==> src/rtl/iob_sync_req_arb_pkg.sv <==
// Shared definitions for the iob_sync_req_arb block.
//   - arb_state_e : arbiter FSM state encoding (IDLE=0, GRANT=1)
//   - calc_id_w   : width of the binary grantee index for a given requester count
package iob_sync_req_arb_pkg;

    typedef enum logic [0:0] {
        ST_IDLE  = 1'b0,
        ST_GRANT = 1'b1
    } arb_state_e;

    // Index width; a single requester still needs one bit to carry an index.
    function automatic int calc_id_w(input int n_req);
        if (n_req > 32'sd1) begin
            return $clog2(n_req);
        end else begin
            return 32'sd1;
        end
    endfunction

endpackage

==> src/rtl/iob_sync_srst.sv <==
// N-bit two-flop synchronizer with synchronous active-high reset.
//   clk_i : destination clock
//   rst_i : synchronous active-high reset, clears both flop stages
//   d_i   : asynchronous input levels
//   q_o   : d_i after two clk_i flops
module iob_sync_srst #(
    parameter int W = 4
) (
    input  logic         clk_i,
    input  logic         rst_i,
    input  logic [W-1:0] d_i,
    output logic [W-1:0] q_o
);

    logic [W-1:0] meta_q;
    logic [W-1:0] sync_q;

    // Two-stage capture of the asynchronous levels.
    always_ff @(posedge clk_i) begin
        if (rst_i) begin
            meta_q <= {W{1'b0}};
            sync_q <= {W{1'b0}};
        end else begin
            meta_q <= d_i;
            sync_q <= meta_q;
        end
    end

    assign q_o = sync_q;

endmodule

==> src/rtl/iob_sync_req_arb.sv <==
// Round-robin arbiter for one single-user resource shared by N_REQ requesters
// whose request levels are asynchronous to clk_i. A grant is held until done_i
// or until the programmable timeout expires; each transaction then closes with
// a per-requester four-phase acknowledge.
//   clk_i         : clock
//   rst_i         : synchronous active-high reset
//   req_i         : request levels (asynchronous)
//   ack_o         : per-requester acknowledge (four-phase)
//   gnt_o         : one-hot grant
//   gnt_valid_o   : OR of gnt_o
//   gnt_id_o      : binary index of the grantee, holds after release
//   done_i        : resource completion pulse (synchronous)
//   timeout_cyc_i : maximum grant length in cycles, 0 disables the timeout
//   timeout_o     : one-cycle pulse after a forced release
module iob_sync_req_arb
    import iob_sync_req_arb_pkg::*;
#(
    parameter int N_REQ = 4,
    parameter int TMO_W = 8,
    parameter int ID_W  = calc_id_w(N_REQ)
) (
    input  logic             clk_i,
    input  logic             rst_i,
    input  logic [N_REQ-1:0] req_i,
    output logic [N_REQ-1:0] ack_o,
    output logic [N_REQ-1:0] gnt_o,
    output logic             gnt_valid_o,
    output logic [ID_W-1:0]  gnt_id_o,
    input  logic             done_i,
    input  logic [TMO_W-1:0] timeout_cyc_i,
    output logic             timeout_o
);

    arb_state_e       state_q, state_d;
    logic [N_REQ-1:0] gnt_q, gnt_d;
    logic [N_REQ-1:0] ack_q, ack_d;
    logic [ID_W-1:0]  id_q, id_d;
    logic [ID_W-1:0]  ptr_q, ptr_d;
    logic [TMO_W-1:0] cnt_q, cnt_d;
    logic             valid_q, valid_d;
    logic             tmo_q, tmo_d;

    logic [N_REQ-1:0] req_s;
    logic [N_REQ-1:0] elig_s;
    logic             found_s;
    logic [ID_W-1:0]  win_s;
    logic [ID_W-1:0]  cand_s;
    logic             tmo_hit_s;
    logic             release_s;

    iob_sync_srst #(
        .W (N_REQ)
    ) u_req_sync (
        .clk_i (clk_i),
        .rst_i (rst_i),
        .d_i   (req_i),
        .q_o   (req_s)
    );

    // A requester already holding an acknowledge must drop its request first.
    assign elig_s = req_s & ~ack_q;

    // Round-robin pick: first eligible index after ptr, wrapping modulo N_REQ.
    always_comb begin
        found_s = 1'b0;
        win_s   = ptr_q;
        cand_s  = {ID_W{1'b0}};
        for (int i = 1; i <= N_REQ; i++) begin
            cand_s = ID_W'((int'(ptr_q) + i) % N_REQ);
            if (!found_s && elig_s[cand_s]) begin
                found_s = 1'b1;
                win_s   = cand_s;
            end else begin
                win_s   = win_s;
            end
        end
    end

    // Forced release when the grant has lasted timeout_cyc_i cycles.
    assign tmo_hit_s = (timeout_cyc_i != {TMO_W{1'b0}}) &&
                       (cnt_q == (timeout_cyc_i - TMO_W'(1'b1)));

    // FSM next state, grant, pointer and timeout counter.
    always_comb begin
        state_d   = state_q;
        gnt_d     = gnt_q;
        id_d      = id_q;
        ptr_d     = ptr_q;
        cnt_d     = cnt_q;
        tmo_d     = 1'b0;
        release_s = 1'b0;
        case (state_q)
            ST_IDLE: begin
                if (found_s) begin
                    state_d = ST_GRANT;
                    gnt_d   = {{(N_REQ-1){1'b0}}, 1'b1} << win_s;
                    id_d    = win_s;
                    ptr_d   = win_s;
                    cnt_d   = {TMO_W{1'b0}};
                end else begin
                    state_d = ST_IDLE;
                end
            end
            ST_GRANT: begin
                if (cnt_q != {TMO_W{1'b1}}) begin
                    cnt_d = cnt_q + TMO_W'(1'b1);
                end else begin
                    cnt_d = cnt_q;
                end
                // done_i has priority, so a coincident timeout does not pulse.
                if (done_i) begin
                    state_d   = ST_IDLE;
                    gnt_d     = {N_REQ{1'b0}};
                    release_s = 1'b1;
                end else if (tmo_hit_s) begin
                    state_d   = ST_IDLE;
                    gnt_d     = {N_REQ{1'b0}};
                    release_s = 1'b1;
                    tmo_d     = 1'b1;
                end else begin
                    state_d   = ST_GRANT;
                end
            end
            default: begin
                state_d = ST_IDLE;
                gnt_d   = {N_REQ{1'b0}};
            end
        endcase
    end

    // Ack set on release wins over the clear, so a dropped request still sees a one-cycle ack.
    always_comb begin
        ack_d   = ack_q & req_s;
        valid_d = |gnt_d;
        if (release_s) begin
            ack_d = ack_d | gnt_q;
        end else begin
            ack_d = ack_d;
        end
    end

    // State and output registers.
    always_ff @(posedge clk_i) begin
        if (rst_i) begin
            state_q <= ST_IDLE;
            gnt_q   <= {N_REQ{1'b0}};
            ack_q   <= {N_REQ{1'b0}};
            id_q    <= {ID_W{1'b0}};
            ptr_q   <= ID_W'(N_REQ - 1);
            cnt_q   <= {TMO_W{1'b0}};
            valid_q <= 1'b0;
            tmo_q   <= 1'b0;
        end else begin
            state_q <= state_d;
            gnt_q   <= gnt_d;
            ack_q   <= ack_d;
            id_q    <= id_d;
            ptr_q   <= ptr_d;
            cnt_q   <= cnt_d;
            valid_q <= valid_d;
            tmo_q   <= tmo_d;
        end
    end

    assign gnt_o       = gnt_q;
    assign ack_o       = ack_q;
    assign gnt_id_o    = id_q;
    assign gnt_valid_o = valid_q;
    assign timeout_o   = tmo_q;

endmodule

==> config.mk <==
export PLATFORM = sky130hd
export DESIGN_NAME = iob_sync_req_arb
export DESIGN_NICKNAME = d
export VERILOG_FILES = /design/src/rtl/iob_sync_req_arb_pkg.sv /design/src/rtl/iob_sync_srst.sv /design/src/rtl/iob_sync_req_arb.sv
export SDC_FILE = /design/constraint.sdc
export NUM_CORES = 1
export LEC_CHECK = 0
export CORE_ASPECT_RATIO = 1.5
export CORE_MARGIN = 8
export CORE_UTILIZATION = 45
export CTS_BUF_LIST = sky130_fd_sc_hd__clkbuf_8
export DETAILED_ROUTE_END_ITERATION = 6
export PLACE_DENSITY = 0.69
export REMOVE_ABC_BUFFERS = 1
export SLEW_MARGIN = 20
export SYNTH_ARGS = -nofsm -noshare
export SYNTH_HDL_FRONTEND = slang
export SYNTH_HIERARCHICAL = 1
export SYNTH_SLANG_ARGS = --single-unit
export TNS_END_PERCENT = 30
==> constraint.sdc <==
create_clock -name clk_i -period 2.25 [get_ports clk_i]
set_clock_uncertainty 0.15 [all_clocks]
set_input_delay 0.225 -clock clk_i [delete_from_list [all_inputs] [get_ports clk_i]]
set_output_delay 0.225 -clock clk_i [all_outputs]
set_load 0.005 [all_outputs]
# Yosys cells after proc, flatten, opt, wreduce, memory -nomap -nowiden
# Cells that the tools add are included.
[classes]
n_addsub = 6
n_lt_le_gt_ge = 4
eq_ne = 4
shifts = 1
muxes = 31
bitwise_logic = 5
reduce_logical = 12
[op_table]
columns = ["op", "count"]
rows = [
  ["4-bit 2-to-1 mux", 4],
  ["8-bit 2-to-1 mux", 2],
  ["8-bit one-hot mux with 2 select lines", 1],
  ["1-bit 2-to-1 mux", 14],
  ["2-bit by 3-bit < comparator with 1-bit output, second input constant", 4],
  ["8-bit by 1-bit adder with 8-bit output, second input constant", 1],
  ["4-bit AND", 2],
  ["1-bit binary-select mux with 2-bit select", 4],
  ["8-bit == test", 1],
  ["2-bit 2-to-1 mux", 4],
  ["8-bit != test, second input constant", 1],
  ["4-bit one-hot mux with 2 select lines", 1],
  ["8-bit nonzero test", 1],
  ["8-bit by 1-bit subtractor with 8-bit output, second input constant", 1],
  ["2-bit by 1-bit adder with 2-bit output, second input constant", 2],
  ["2-bit adder, second input constant", 2],
  ["1-bit logical AND", 4],
  ["4-bit NOT", 1],
  ["4-bit OR", 1],
  ["2-bit AND reduction", 2],
  ["4-bit OR reduction", 1],
  ["1-bit by 2-bit left shift with 4-bit output, first input constant", 1],
  ["1-bit logical NOT", 3],
  ["3-bit OR reduction", 1],
  ["4 further kinds", 4],
]
[totals]
register_bits = 31
inputBits = 15
word_cells = 73

# Depth between registers and ports, before layout
# Gate-level depths: netlist (run 1).
[logic_depth]
ltp_word = 18
ltp_mapped = 8
depth_no_buf = 8

# By module
# Netlist (run 1), hierarchy kept.
[by_module_without_submodules]
columns = ["mod", "n_inst", "cells_per_inst", "area_each_um2", "seq_area_each_um2"]
rows = [
  ["iob_sync_req_arb", 1, 169, 1386.3, 460.4],
  ["iob_sync_srst", 1, 16, 210.2, 160.2],
]

# Worst setup path before layout (run 1)
# No wires, ideal clock.
[synth_path]
path_kind = "in2reg"
startpoint = "input port timeout_cyc_i[0]"
endpoint = "register ack_q[0] (netlist: ack_o[0])"
arrival_time_ns = 1.796
t_required_ns = 2.024
slack_ns = 0.228
cell_stages = 8
path_buffers = 0
cell_sequence = "inv_1 -> ha_1 -> or3b_1 -> or3b_1 -> o32ai_2 -> o221ai_2 -> a21o_1 -> o22ai_2"
[synth_via]
elab_chain_cells = 7
[synth_lines]
columns = ["item", "line_no", "text"]
rows = [
  ["from (decl)", "iob_sync_req_arb.sv:30", "input logic [TMO_W-1:0] timeout_cyc_i,"],
  ["8-bit by 1-bit subtractor with 8-bit output", "iob_sync_req_arb.sv:81", "(cnt_q == (timeout_cyc_i - TMO_W'(1'b1)));"],
  ["8-bit == test", "iob_sync_req_arb.sv:81", ""],
  ["1-bit logical AND *", "iob_sync_req_arb.sv:80", "assign tmo_hit_s = (timeout_cyc_i != {TMO_W{1'b0}}) &&"],
  ["1-bit 2-to-1 mux *", "iob_sync_req_arb.sv:115", "end else if (tmo_hit_s) begin"],
  ["1-bit 2-to-1 mux *", "iob_sync_req_arb.sv:111", "if (done_i) begin"],
  ["1-bit 2-to-1 mux *", "iob_sync_req_arb.sv:92", "case (state_q)"],
  ["4-bit 2-to-1 mux *", "iob_sync_req_arb.sv:135", "if (release_s) begin"],
  ["to (signal assigned)", "iob_sync_req_arb.sv:147", "ack_q <= {N_REQ{1'b0}};"],
  ["to (signal assigned)", "iob_sync_req_arb.sv:156", "ack_q <= ack_d;"],
  ["to (decl)", "iob_sync_req_arb.sv:36", "logic [N_REQ-1:0] ack_q, ack_d;"],
]
# Every way passes the cells marked *; elsewhere a longest branch is shown, timed or not.
# A chain may end at the register's enable or synchronous reset.

# Worst setup path after layout (run 1)
[layout_path]
startpoint = "input port timeout_cyc_i[0]"
endpoint = "register ack_q[3] (netlist: ack_o[3])"
# The elaborated chain is that of the path after synthesis.

==> flow_metrics.env, run 1 <==
export IMPL_final_common_cell="dfxtp_1"
export IMPL_p_leak_nw=0.7640
export IMPL_ir_drop_v=0.0004789
export IMPL_finalCriticalPeriod_ns=2.140
export IMPL_num_rows=26
export IMPL_clockRootBuffer="clkbuf_8"
export IMPL_drtIter0Drc=54
export IMPL_grt_overflow=0
export IMPL_rr_worst_depth=6
export IMPL_hold_depth=1
export IMPL_synth_xor_area_share_pct=6.583
export IMPL_max_slew_worst_pin_slew_ns=0.5075
export IMPL_tns_ns=0
export IMPL_muxShareOfSynthArea_pct=0
export IMPL_avgSynthCellArea_um2=8.630
export IMPL_holdCritStartpoint="u_req_sync/meta_q[2]$_SDFF_PP0_"
export IMPL_pwr_density_cell_mw_per_mm2=585.3
export IMPL_synthAdderAreaFrac_pct=1.567
export IMPL_syn2layout_area_growth_pct=29.08
export IMPL_synth_compound_area_share_pct=22.26
export IMPL_internal_power_mw=0.8863
export IMPL_vias=1509
export IMPL_end_kind="register"
export IMPL_switching_share_pct=26.52
export IMPL_min_path_type="reg2reg"
export IMPL_drive_above_1_share_pct=13.51
export IMPL_cts_tree="built"
export IMPL_clock_latency_ns=0.28
export IMPL_h_tree_depth=2
export IMPL_die_area_mm2=0.005749
export IMPL_fill_cells=316
export IMPL_initial_core_util_pct=46.74
export IMPL_power_frac_seq_pct=49.5
export IMPL_hold_viol=0
export IMPL_num_nets_final=238
export IMPL_hold_end="u_req_sync/q_o[2]$_SDFF_PP0_"
export IMPL_synth_async_reset_ratio_pct=0
export IMPL_antenna_found_initial=0
export IMPL_final_cell_mix="31 x dfxtp_1, 22 x clkdlybuf4s50_1, 19 x nor2_1"
export IMPL_synth_enable_flop_cells=0
export IMPL_wl_per_cell_um=15.54
export IMPL_grt_setup_unrepaired="no"
export IMPL_cp_start_kind="primary input"
export IMPL_crit_type="in2reg"
export IMPL_ys_seq_area_share_pct=38.87
export IMPL_cts_buffers=5
export IMPL_clock_sinks=31
export IMPL_status="finished, final reports clean"
export IMPL_max_slew_margin_pct=66.10
export IMPL_cp_arrival_ns=2.19
export IMPL_grt_pass1_wl_um=6810
export IMPL_synth_cell_types=46
export IMPL_cp_max_fo=4
export IMPL_cts_setup_buffers=0
export IMPL_rrSetupSlack_ns=0.13
export IMPL_yosys_area_share_simple_pct=27.43
export IMPL_p_sw_mw=0.3198
export IMPL_io_pins=27
export IMPL_ant_nets=0
export IMPL_path_clk_slew_ns=0.06
export IMPL_portBuffers=26
export IMPL_routed_wl_um=4102
export IMPL_die_y_um=88.95
export IMPL_fmax_mhz=467.2
export IMPL_timing_rr_start="cnt_q[2]$_SDFFE_PP0P_"
export IMPL_drc=0
export IMPL_dr_pass1_iters=4
export IMPL_finalSetupViolCount=0
export IMPL_syn_area_mm2=0.001597
export IMPL_grt_usage_pct=14.86
export IMPL_syn_inst=185
export IMPL_power_frac_comb_pct=17.8
export IMPL_die_w_um=64.64
export IMPL_hold_buffers=0
export IMPL_coreArea_mm2=0.003416
export IMPL_num_antenna_cells=0
export IMPL_drv_cap=0
export IMPL_ys_ff_latch=31
export IMPL_total_power_mw=1.206
export IMPL_cp_required_ns=2.30
export IMPL_p_clk_share_pct=32.7
export IMPL_post_drt_via_cell_ratio=5.716
export IMPL_drv_slew=0
export IMPL_synth_top_family_by_area="simple AND/OR/NAND/NOR gates"
export IMPL_post_place_ws_ns=-0.4060
export IMPL_ys_flop_type="dfxtp_1"
export IMPL_gp_congestion=0.8150
export IMPL_ys_warn_count=6
export IMPL_fin_area_mm2=0.002061
export IMPL_place_hpwl_um=3119
export IMPL_clk_path_buf_depth=2
export IMPL_timing_final_ws_setup_ns=0.1096
export IMPL_r2r_end="ack_o[3]$_SDFF_PP0_"
export IMPL_place_area_mm2=0.001954
export IMPL_period_share_pct=95.13
export IMPL_grt_pass1_vias=1575
export IMPL_grt_max_degree=17
-- stage by stage --
stage               utilization [%]  std cells  hold WS, ns
floorplan                         -        179       0.1441
global placement              57.22        256       0.2672
detailed placement            57.22        256       0.2841
CTS                           59.67        264       0.2979
global route                  60.33        264       0.3104
finish                        60.33        264       0.2914
-- layout make-up --
cell class	instances	area, um^2	share of cell area [%]
clock inverters	3	12.51	0.6072
clock buffers	5	68.82	3.339
multi-input cells	140	943.4	45.78
well taps	42	52.55	2.550
flip-flops and latches	31	620.6	30.12
inverters	8	30.03	1.457
repair buffers	35	332.8	16.15
-- power by group through the flow --
stage	clock, mW	sequential [mW]	combinational [mW]
after floorplan	0	0.603	0.115
after detailed placement	0	0.608	0.211
final	0.394	0.597	0.215
after CTS	0.404	0.597	0.213
after global placement	0	0.607	0.206
after global routing	0.425	0.600	0.237
-- worst max-delay path, cell delays in order --
cell             delay, ns
clkdlybuf4s15_1       0.19
inv_1                 0.07
ha_2                  0.18
or3b_4                0.40
or3b_4                0.38
o32ai_2               0.11
o221ai_2              0.17
a21o_1                0.29
o22ai_2               0.18
-- how the worst max path moves through the flow --
stage / from / end / slack, ns / cells after the start
after floorplan: timeout_cyc_i[0] / ack_o[0]$_SDFF_PP0_ / 0.23 / 8
after global placement: timeout_cyc_i[0] / ack_o[0]$_SDFF_PP0_ / -0.32 / 9
after detailed placement: timeout_cyc_i[0] / ack_o[0]$_SDFF_PP0_ / -0.41 / 9
after CTS: timeout_cyc_i[2] / ack_o[3]$_SDFF_PP0_ / 0.006 / 7
after global routing: u_req_sync/q_o[0]$_SDFF_PP0_ / gnt_o[0]$_SDFF_PP0_ / 0.02 / 6
final: timeout_cyc_i[0] / ack_o[3]$_SDFF_PP0_ / 0.11 / 9
-- cell usage after synthesis, types with 3 or more instances --
cell type	n	area, um^2
xnor2_1	4	35.03
o22ai_2	4	50.05
nor2_1	19	71.32
clkbuf_1	5	18.77
nand2b_1	5	31.28
dfxtp_1	31	620.6
nand2_1	17	63.81
xor2_1	8	70.07
inv_1	8	30.03
a31oi_1	4	25.02
nor4_1	3	18.77
nor3_1	3	15.01
a21oi_1	8	40.04
nor2b_1	14	87.58
nand3_1	9	45.04
-- flip-flops by register name (all words and copies together) (netlist names) --
name / flops
ack_o: 4
cnt_q: 8
gnt_id_o: 2
gnt_o: 4
gnt_valid_o: 1
ptr_q: 2
state_q: 1
timeout_o: 1
u_req_sync/meta_q: 4
u_req_sync/q_o: 4
-- cell families (layout without fill, tap and decap cells) --
group	Yosys count	after routing
buffers and inverters	14	51
XOR/XNOR	12	12
adder cells (fa/ha/maj)	2	2
flip-flops	31	31
AND/OR/NAND/NOR	84	84
AO/OA/AOI/OAI	42	42
-- what timing repair did --
| item | CTS | global route |
|---|---|---|
| endpoints found under the hold margin | 0 | 0 |
| endpoints found under the setup margin | 10 | 5 |
| pin swaps | 6 | 5 |
| gates resized for setup | 4 | 8 |
-- per-layer routing --
layer | track usage (%) | vias to the layer above | share of wire (%)
li1 | - | 732 | -
met1 | 12.98 | 718 | 38
met2 | 28.49 | 44 | 54
met3 | 4.642 | 15 | 5.6
met4 | 9.363 | 0 | 2.9
met5 | 0 | - | 0
(Power assumes the default switching activity.)
==> run 2, diff against run 1 <==
CORE_UTILIZATION = 54   (was 45)
PLACE_DENSITY = 0.81   (was 0.69)
==> flow_metrics.env, run 2 (synthesized netlist as in run 1, its figures left out) <==
export IMPL_status="finished, final reports clean"
export IMPL_grt_overflow=0
export IMPL_finalSetupViolCount=0
export IMPL_initial_core_util_pct=55.96
export IMPL_drc=0
export IMPL_grt_pass1_wl_um=6603
export IMPL_crit_type="in2reg"
export IMPL_num_nets_final=239
export IMPL_die_area_mm2=0.004988
export IMPL_antenna_found_initial=0
export IMPL_clock_sinks=31
export IMPL_drv_slew=0
export IMPL_final_common_cell="dfxtp_1"
export IMPL_cp_max_fo=4
export IMPL_routed_wl_um=4218
export IMPL_wl_per_cell_um=16.10
export IMPL_place_hpwl_um=3161
export IMPL_grt_pass1_vias=1532
export IMPL_fmax_mhz=457.6
export IMPL_path_buf_inv=1
export IMPL_hold_buffers=0
export IMPL_clockRootBuffer="clkbuf_8"
export IMPL_drtIter0Drc=55
export IMPL_finalCriticalPeriod_ns=2.185
export IMPL_cts_buffers=5
export IMPL_cp_start_kind="primary input"
export IMPL_max_stage_delay_ns=0.47
export IMPL_cp_required_ns=2.30
export IMPL_ir_drop_v=0.0004886
export IMPL_num_rows=24
export IMPL_clock_latency_ns=0.28
export IMPL_coreArea_mm2=0.002853
export IMPL_clk_path_buf_depth=2
export IMPL_die_w_um=60.40
export IMPL_syn2layout_area_growth_pct=30.09
export IMPL_h_tree_depth=2
export IMPL_portBuffers=26
export IMPL_fill_cells=206
export IMPL_die_y_um=82.60
export IMPL_grt_usage_pct=17.58
export IMPL_path_clk_slew_ns=0.06
export IMPL_cp_slowest_cell="clkdlybuf4s50_1"
export IMPL_end_kind="register"
export IMPL_drv_cap=0
export IMPL_hold_viol=0
export IMPL_cts_tree="built"
export IMPL_worstPathCellList="clkdlybuf4s50_1 -> or3b_4 -> or3b_1 -> o32ai_2 -> o221ai_2 -> a21o_1 -> o22ai_2"
export IMPL_dp_cells=254
export IMPL_p_leak_nw=0.7612
export IMPL_largest_reg_flops=8
export IMPL_final_cell_mix="31 x dfxtp_1, 23 x clkdlybuf4s50_1, 18 x nor2_1"
export IMPL_multiInputGateArea_um2=960.9
export IMPL_vias=1534
export IMPL_final_cells=262
export IMPL_io_pins=27
export IMPL_cp_arrival_ns=2.24
export IMPL_grt_setup_unrepaired="yes"
export IMPL_seqCellArea_um2=620.6
export IMPL_pwr_density_cell_mw_per_mm2=589.2
export IMPL_max_slew_margin_pct=63.41
export IMPL_max_slew_worst_pin_slew_ns=0.5431
export IMPL_ant_nets=0
export IMPL_period_share_pct=97.12
export IMPL_final_util_pct=72.81
export IMPL_tns_ns=0
export IMPL_post_drt_via_cell_ratio=5.855
export IMPL_gp_congestion=0.9419
export IMPL_critPathTopFamily="simple AND/OR/NAND/NOR gates"
export IMPL_grt_max_degree=22
export IMPL_regMostFlops="cnt_q"
export IMPL_drive_above_1_share_pct=15.25
export IMPL_num_antenna_cells=0
export IMPL_dr_pass1_iters=4
export IMPL_min_path_type="reg2reg"
## run 2: final timing paths
path,startpoint,endpoint,slack (ns),cells past startpoint
worst max-delay path,timeout_cyc_i[2],ack_o[3]$_SDFF_PP0_,0.06,7
worst min-delay path,u_req_sync/meta_q[3]$_SDFF_PP0_,u_req_sync/q_o[3]$_SDFF_PP0_,0.29,1
worst max register to register,cnt_q[2]$_SDFFE_PP0P_,ack_o[3]$_SDFF_PP0_,0.10,6
worst min register to register,u_req_sync/meta_q[3]$_SDFF_PP0_,u_req_sync/q_o[3]$_SDFF_PP0_,0.29,1
## run 2: final cells by class
class | instances | share of cell area, %
clock buffer | 5 | 3.313
clock inverter | 3 | 0.6024
inverter | 8 | 1.446
multi-input combinational | 140 | 46.27
sequential | 31 | 29.88
tap | 39 | 2.349
timing repair buffer | 36 | 16.14
## run 2: what timing repair did
item	in CTS	in global routing
pin swaps	4	0
resized for setup	4	8
setup buffers	0	0
setup endpoints to repair	9	5
## run 2: metal layers
metal	wire, um	GRT usage, %	vias to the layer above
met4	147	9.353	0
li1	-	-	742
met1	1522	15.10	722
met2	2306	34.12	53
met5	0	0	-
met3	242	5.736	17
## run 2: where the power goes
part | internal [mW] | switching, mW
Combinational | 0.112 | 0.119
Sequential | 0.574 | 0.0222
Clock | 0.207 | 0.190
## run 2: metrics by stage
step	hold slack, ns	worst slack (ns)	total power, mW	area, um^2
finish	0.2926	0.06481	1.224	2077
global route	0.3114	-0.008003	1.277	2077
CTS	0.3004	0.005169	1.222	2046
detailed placement	0.2792	-0.4380	0.8257	1958
global placement	0.2655	-0.3266	0.8165	1958
floorplan	0.1441	0.2317	0.7181	1574
